`config.mk`:
```
export PLATFORM = sky130hd
export DESIGN_NAME = tick_generator
export DESIGN_NICKNAME = d
export VERILOG_FILES = /design/src/rtl/tick_generator.sv
export SDC_FILE = /design/constraint.sdc
export NUM_CORES = 1
export LEC_CHECK = 0
export ABC_CLOCK_PERIOD_IN_PS = 4400
export CORE_MARGIN = 8
export CORE_UTILIZATION = 48
export DETAILED_ROUTE_END_ITERATION = 16
export PLACE_DENSITY = 0.72
export SLEW_MARGIN = 20
export SYNTH_ARGS = -nofsm -noshare
export SYNTH_HDL_FRONTEND = slang
export SYNTH_SLANG_ARGS = --single-unit
export TNS_END_PERCENT = 10
```
`constraint.sdc`:
```
create_clock -name Clk -period 4.4 [get_ports Clk]
set_input_delay 0.88 -clock Clk [delete_from_list [all_inputs] [get_ports Clk]]
set_output_delay 0.88 -clock Clk [all_outputs]
set_load 0.02 [all_outputs]
```
`src/rtl/tick_generator.sv`:
```
// Programmable enable-tick source: divides Clk by Div+1 in RUN, or single-steps from a pushbutton.
// Define TICK_DEBOUNCE_EN to insert a DEBOUNCE_CYCLES stability filter on the Step path.
module tick_generator #(
  parameter int WIDTH           = 26,
  parameter int DEBOUNCE_CYCLES = 16
) (
  input  logic             Clk,
  input  logic             Rst,
  input  logic             Run,
  input  logic             Step,
  input  logic [WIDTH-1:0] Div,
  output logic             Tick,
  output logic             SlowClk,
  output logic [1:0]       State
);

  typedef enum logic [1:0] {
    IDLE      = 2'b00,
    RUN       = 2'b01,
    STEP_WAIT = 2'b10
  } state_t;

  state_t           state_reg;
  logic [WIDTH-1:0] cnt_reg;
  logic             tick_reg;
  logic             slow_reg;

  logic             s1_reg;
  logic             s2_reg;
  logic             step_level;
  logic             step_rise;

  if (DEBOUNCE_CYCLES < 1) begin : g_check_debounce
    $error("tick_generator: DEBOUNCE_CYCLES must be at least 1");
  end

  always_ff @(posedge Clk or posedge Rst) begin
    if (Rst) begin
      s1_reg <= 1'b0;
      s2_reg <= 1'b0;
    end else begin
      s1_reg <= Step;
      s2_reg <= s1_reg;
    end
  end

`ifdef TICK_DEBOUNCE_EN
  localparam int DB_W = (DEBOUNCE_CYCLES > 1) ? $clog2(DEBOUNCE_CYCLES + 1) : 1;

  logic [DB_W-1:0] db_cnt_reg;
  logic            d_reg;
  logic            d_prev_reg;

  // d follows s2 only after s2 has disagreed with it for a full window of edges.
  always_ff @(posedge Clk or posedge Rst) begin
    if (Rst) begin
      db_cnt_reg <= '0;
      d_reg      <= 1'b0;
      d_prev_reg <= 1'b0;
    end else begin
      d_prev_reg <= d_reg;
      if (s2_reg == d_reg) begin
        db_cnt_reg <= '0;
      end else if (db_cnt_reg == DB_W'(DEBOUNCE_CYCLES - 1)) begin
        d_reg      <= s2_reg;
        db_cnt_reg <= '0;
      end else begin
        db_cnt_reg <= db_cnt_reg + 1'b1;
      end
    end
  end

  assign step_level = d_reg;
  assign step_rise  = d_reg & ~d_prev_reg;
`else
  logic s3_reg;

  always_ff @(posedge Clk or posedge Rst) begin
    if (Rst) begin
      s3_reg <= 1'b0;
    end else begin
      s3_reg <= s2_reg;
    end
  end

  assign step_level = s2_reg;
  assign step_rise  = s2_reg & ~s3_reg;
`endif

  // Cnt never passes Div; the >= compare forces a wrap when Div shrinks below Cnt.
  always_ff @(posedge Clk or posedge Rst) begin
    if (Rst) begin
      state_reg <= IDLE;
      cnt_reg   <= '0;
      tick_reg  <= 1'b0;
      slow_reg  <= 1'b0;
    end else begin
      case (state_reg)
        IDLE: begin
          cnt_reg <= '0;
          if (Run) begin
            state_reg <= RUN;
            tick_reg  <= 1'b0;
          end else if (step_rise) begin
            state_reg <= STEP_WAIT;
            tick_reg  <= 1'b1;
            slow_reg  <= ~slow_reg;
          end else begin
            tick_reg  <= 1'b0;
          end
        end
        RUN: begin
          if (!Run) begin
            state_reg <= IDLE;
            cnt_reg   <= '0;
            tick_reg  <= 1'b0;
          end else if (cnt_reg >= Div) begin
            cnt_reg   <= '0;
            tick_reg  <= 1'b1;
            slow_reg  <= ~slow_reg;
          end else begin
            cnt_reg   <= cnt_reg + 1'b1;
            tick_reg  <= 1'b0;
          end
        end
        STEP_WAIT: begin
          cnt_reg  <= '0;
          tick_reg <= 1'b0;
          if (Run) begin
            state_reg <= RUN;
          end else if (!step_level) begin
            state_reg <= IDLE;
          end
        end
        default: begin
          state_reg <= IDLE;
          cnt_reg   <= '0;
          tick_reg  <= 1'b0;
        end
      endcase
    end
  end

  assign Tick    = tick_reg;
  assign SlowClk = slow_reg;
  assign State   = state_reg;

endmodule

```
==> metrics.txt <==
sw power 0.000143 W; Worst slew margin 44.3%; vias in the first global route 1746; hold path cells 0; final max-slew violation count 0; Antenna Nets Post-Route 0; worst path buffer plus inverter count 3; Seq cells post-synth 33; Synth Warn # 0; GR Util All Layers 13.2%; classification of the worst-slack hold path register to register; largest fanout on the critical path 16; area of the core 0.00469 sq mm; required time of the critical path 4.61 ns; Net count, final 333; first-pass GRT wire length 7780 um; setup violation total in the final timing report 0; critical-path cell with the highest stage delay or3_2; width of the die 85.3 um; type of element capturing the critical path register; initial core utilization 49.1%; quantity of hold-fixing buffers added after cts 0; chip height 85.3 um; Max Clock Freq 303 MHz; internal power summed over all cells 0.000469 W; proportion of layout cells with a drive suffix above 1 13.4%; CTS tree built; final WL 4420 um; Max VDD drop 0.000121 V; sort of element at the start of the critical path input port; clock latency reported for the late side of the worst-skew pair 0.28 ns; final worst slack 1.10 ns; worst setup path class input port to register; iteration-0 DRC count of the detailed router 88; total vias in the final route 1693; per-instance average area after synthesis 9.73 sq um; adder and majority cell fraction of the synthesized area 14.7%; shortest period the worst path allows 3.30 ns; Post-DP Area 0.00267 sq mm; DRC violation count after routing 0; synthesized cell area 0.00231 sq mm; max FFs per register 26; TritonCTS Sinks 33; Clock transition at path regs 0.07 ns; pre-CTS setup slack 0.779 ns; category of cells accounting for the largest share of critical-path delay simple AND/OR/NAND/NOR gates; detail-routed via count per cell 5.13; growth of design area from synthesis to finish 19.6%; Placement Rows 25; unrepaired setup endpoints after global routing false; status complete, no violations; share of the clock period used by the worst path after layout 75.0%; largest net degree at the start of global routing 34; area of the multi-input gates 0.00129 sq mm; net switching share of the total power 23.3%; largest stage delay on the critical path 0.69 ns; proportion of power drawn by combinational gates 12.2%; post-route standard cell area excluding fillers 0.00276 sq mm; maximum clock path buffer count 2; part of the power in the clock network 37.1%; Compound-Gate Fraction of Synth Area 8.19%; Clk Tree Root Cell clkbuf_8; average routed wire per standard cell 13.4 um; number of port buffers 33; DP HPWL 3530 um; Hold Vio Cnt, Final 0; Post-Route Skew 0.00902 ns; arrival time at the worst endpoint 3.51 ns; summed negative setup slack over all endpoints 0 ns; cell area power density 222 mW/mm^2; max-capacitance violation count 0; combinational family with the most area after synthesis simple AND/OR/NAND/NOR gates; synthesized instance count 237; I/O pins 34; proportion of synthesized area in mux cells 0%; list of cells traversed by the critical path clkdlybuf4s50_1 > inv_1 > ha_1 > a211oi_2 > nor2_1 > o31a_2 > or3_2 > buf_4 > nor2_4; register area share after synthesis 35.8%; number of buffers added for setup after CTS 0; DRT Pass-1 Iters 4; post_cts resized 0; cells on worst reg2reg path 7; number of CTS-inserted buffers 5; total of fill cells in the finished design 408; xor/xnor cell area share of the yosys netlist 8.74%; sequential cell area 826 sq um; antenna violations before repair 0; number of distinct library cells after synthesis 33; routability-driven placement congestion ratio 0.772; area share of and/or/nand/nor cells after synthesis 24.5%; leakage power total 1.29 nW; slew at the pin closest to its max-slew limit 0.828 ns; Remaining Overflow, GRT 0; Diodes inserted 0; die area 0.00728 sq mm; Post-Synthesis Net Count 294; fraction of power consumed by sequential logic 50.6%; cell count along the critical path 9; htree depth 2
[cell usage after synthesis]
master / number / area share (%)
a211oi_2: 1 / 0.54
a21boi_0: 1 / 0.33
a21o_1: 3 / 0.98
a21oi_1: 11 / 2.4
a21oi_2: 1 / 0.38
a221oi_2: 1 / 0.65
a22oi_1: 1 / 0.33
and2b_1: 1 / 0.33
and3_1: 6 / 1.6
and3b_1: 1 / 0.38
buf_12: 2 / 1.7
buf_6: 1 / 0.49
clkbuf_1: 1 / 0.16
dfrtp_1: 33 / 36
ha_1: 27 / 15
inv_1: 35 / 5.7
nand2_1: 11 / 1.8
nand3_1: 14 / 3.0
nand4_1: 11 / 3.0
nor2_1: 11 / 1.8
nor2_2: 2 / 0.54
nor2_4: 18 / 8.8
nor3_1: 3 / 0.65
nor4_1: 3 / 0.81
o211ai_2: 1 / 0.54
o21ai_0: 6 / 1.3
o31a_2: 1 / 0.43
o31ai_1: 1 / 0.33
or3_1: 4 / 1.1
or3_2: 1 / 0.33
or3b_2: 1 / 0.38
xnor2_1: 10 / 3.8
xor2_1: 13 / 4.9
[cells by family (layout without fill, tap and decap cells)]
family | after synthesis | count (layout)
compound gates | 28 | 28
xor+xnor | 23 | 23
fa+ha+maj | 27 | 27
flops | 33 | 33
buf+inv | 39 | 78
simple gates | 87 | 87
[layout make-up]
type	count	area share, %
Inverter	35	4.76
Multi-Input combinational cell	165	46.9
Tap cell	54	2.45
Sequential cell	33	29.9
Timing Repair Buffer	36	12.8
Clock buffer	7	3.13
[per-stage QoR]
stage / total power [W] / std cells / hold slack, ns / util, %
floorplan: 0.000358 / 237 / 0.331 / -
global placement: 0.000389 / 323 / 0.335 / 57.0
detailed placement: 0.000391 / 323 / 0.339 / 57.0
CTS: 0.000615 / 330 / 0.354 / 58.8
global route: 0.000640 / 330 / 0.366 / 58.8
finish: 0.000612 / 330 / 0.353 / 58.8
[final timing paths]
kind	from	end	slack, ns
max	Div[7]	cnt_reg[17]$_DFF_PP0_	1.10
min	s1_reg$_DFF_PP0_	s2_reg$_DFF_PP0_	0.35
max reg2reg	cnt_reg[7]$_DFF_PP0_	cnt_reg[17]$_DFF_PP0_	1.74
min reg2reg	s1_reg$_DFF_PP0_	s2_reg$_DFF_PP0_	0.35
max in group asynchronous	Rst	cnt_reg[14]$_DFF_PP0_	3.11
min in group asynchronous	Rst	cnt_reg[0]$_DFF_PP0_	0.98
[placed cells by master, fill, tap and decap left out, types with 6 or more instances in the layout]
master           instances
a21oi_1                 11
and3_1                   6
clkbuf_8                 6
clkdlybuf4s50_1         33
dfrtp_1                 33
ha_1                    27
inv_1                   35
nand2_1                 11
nand3_1                 14
nand4_1                 11
nor2_1                  11
nor2_4                  18
o21ai_0                  6
xnor2_1                 10
xor2_1                  13
[metal layers]
layer  share of wire (%)  global-route usage, %
met4                 1.2                   4.30
met3                 5.8                   4.25
met2                  48                   22.5
met1                  45                   15.2
met5                   0                      0
[power by group through the flow]
stage | Combinational [W] | Sequential, W | Clock (W)
detailed placement | 0.0000758 | 0.000315 | 0
global route | 0.0000837 | 0.000310 | 0.000246
floorplan | 0.0000412 | 0.000316 | 0
global placement | 0.0000742 | 0.000315 | 0
finish | 0.0000747 | 0.000310 | 0.000227
CTS | 0.0000761 | 0.000310 | 0.000229
(Power assumes the default switching activity.)
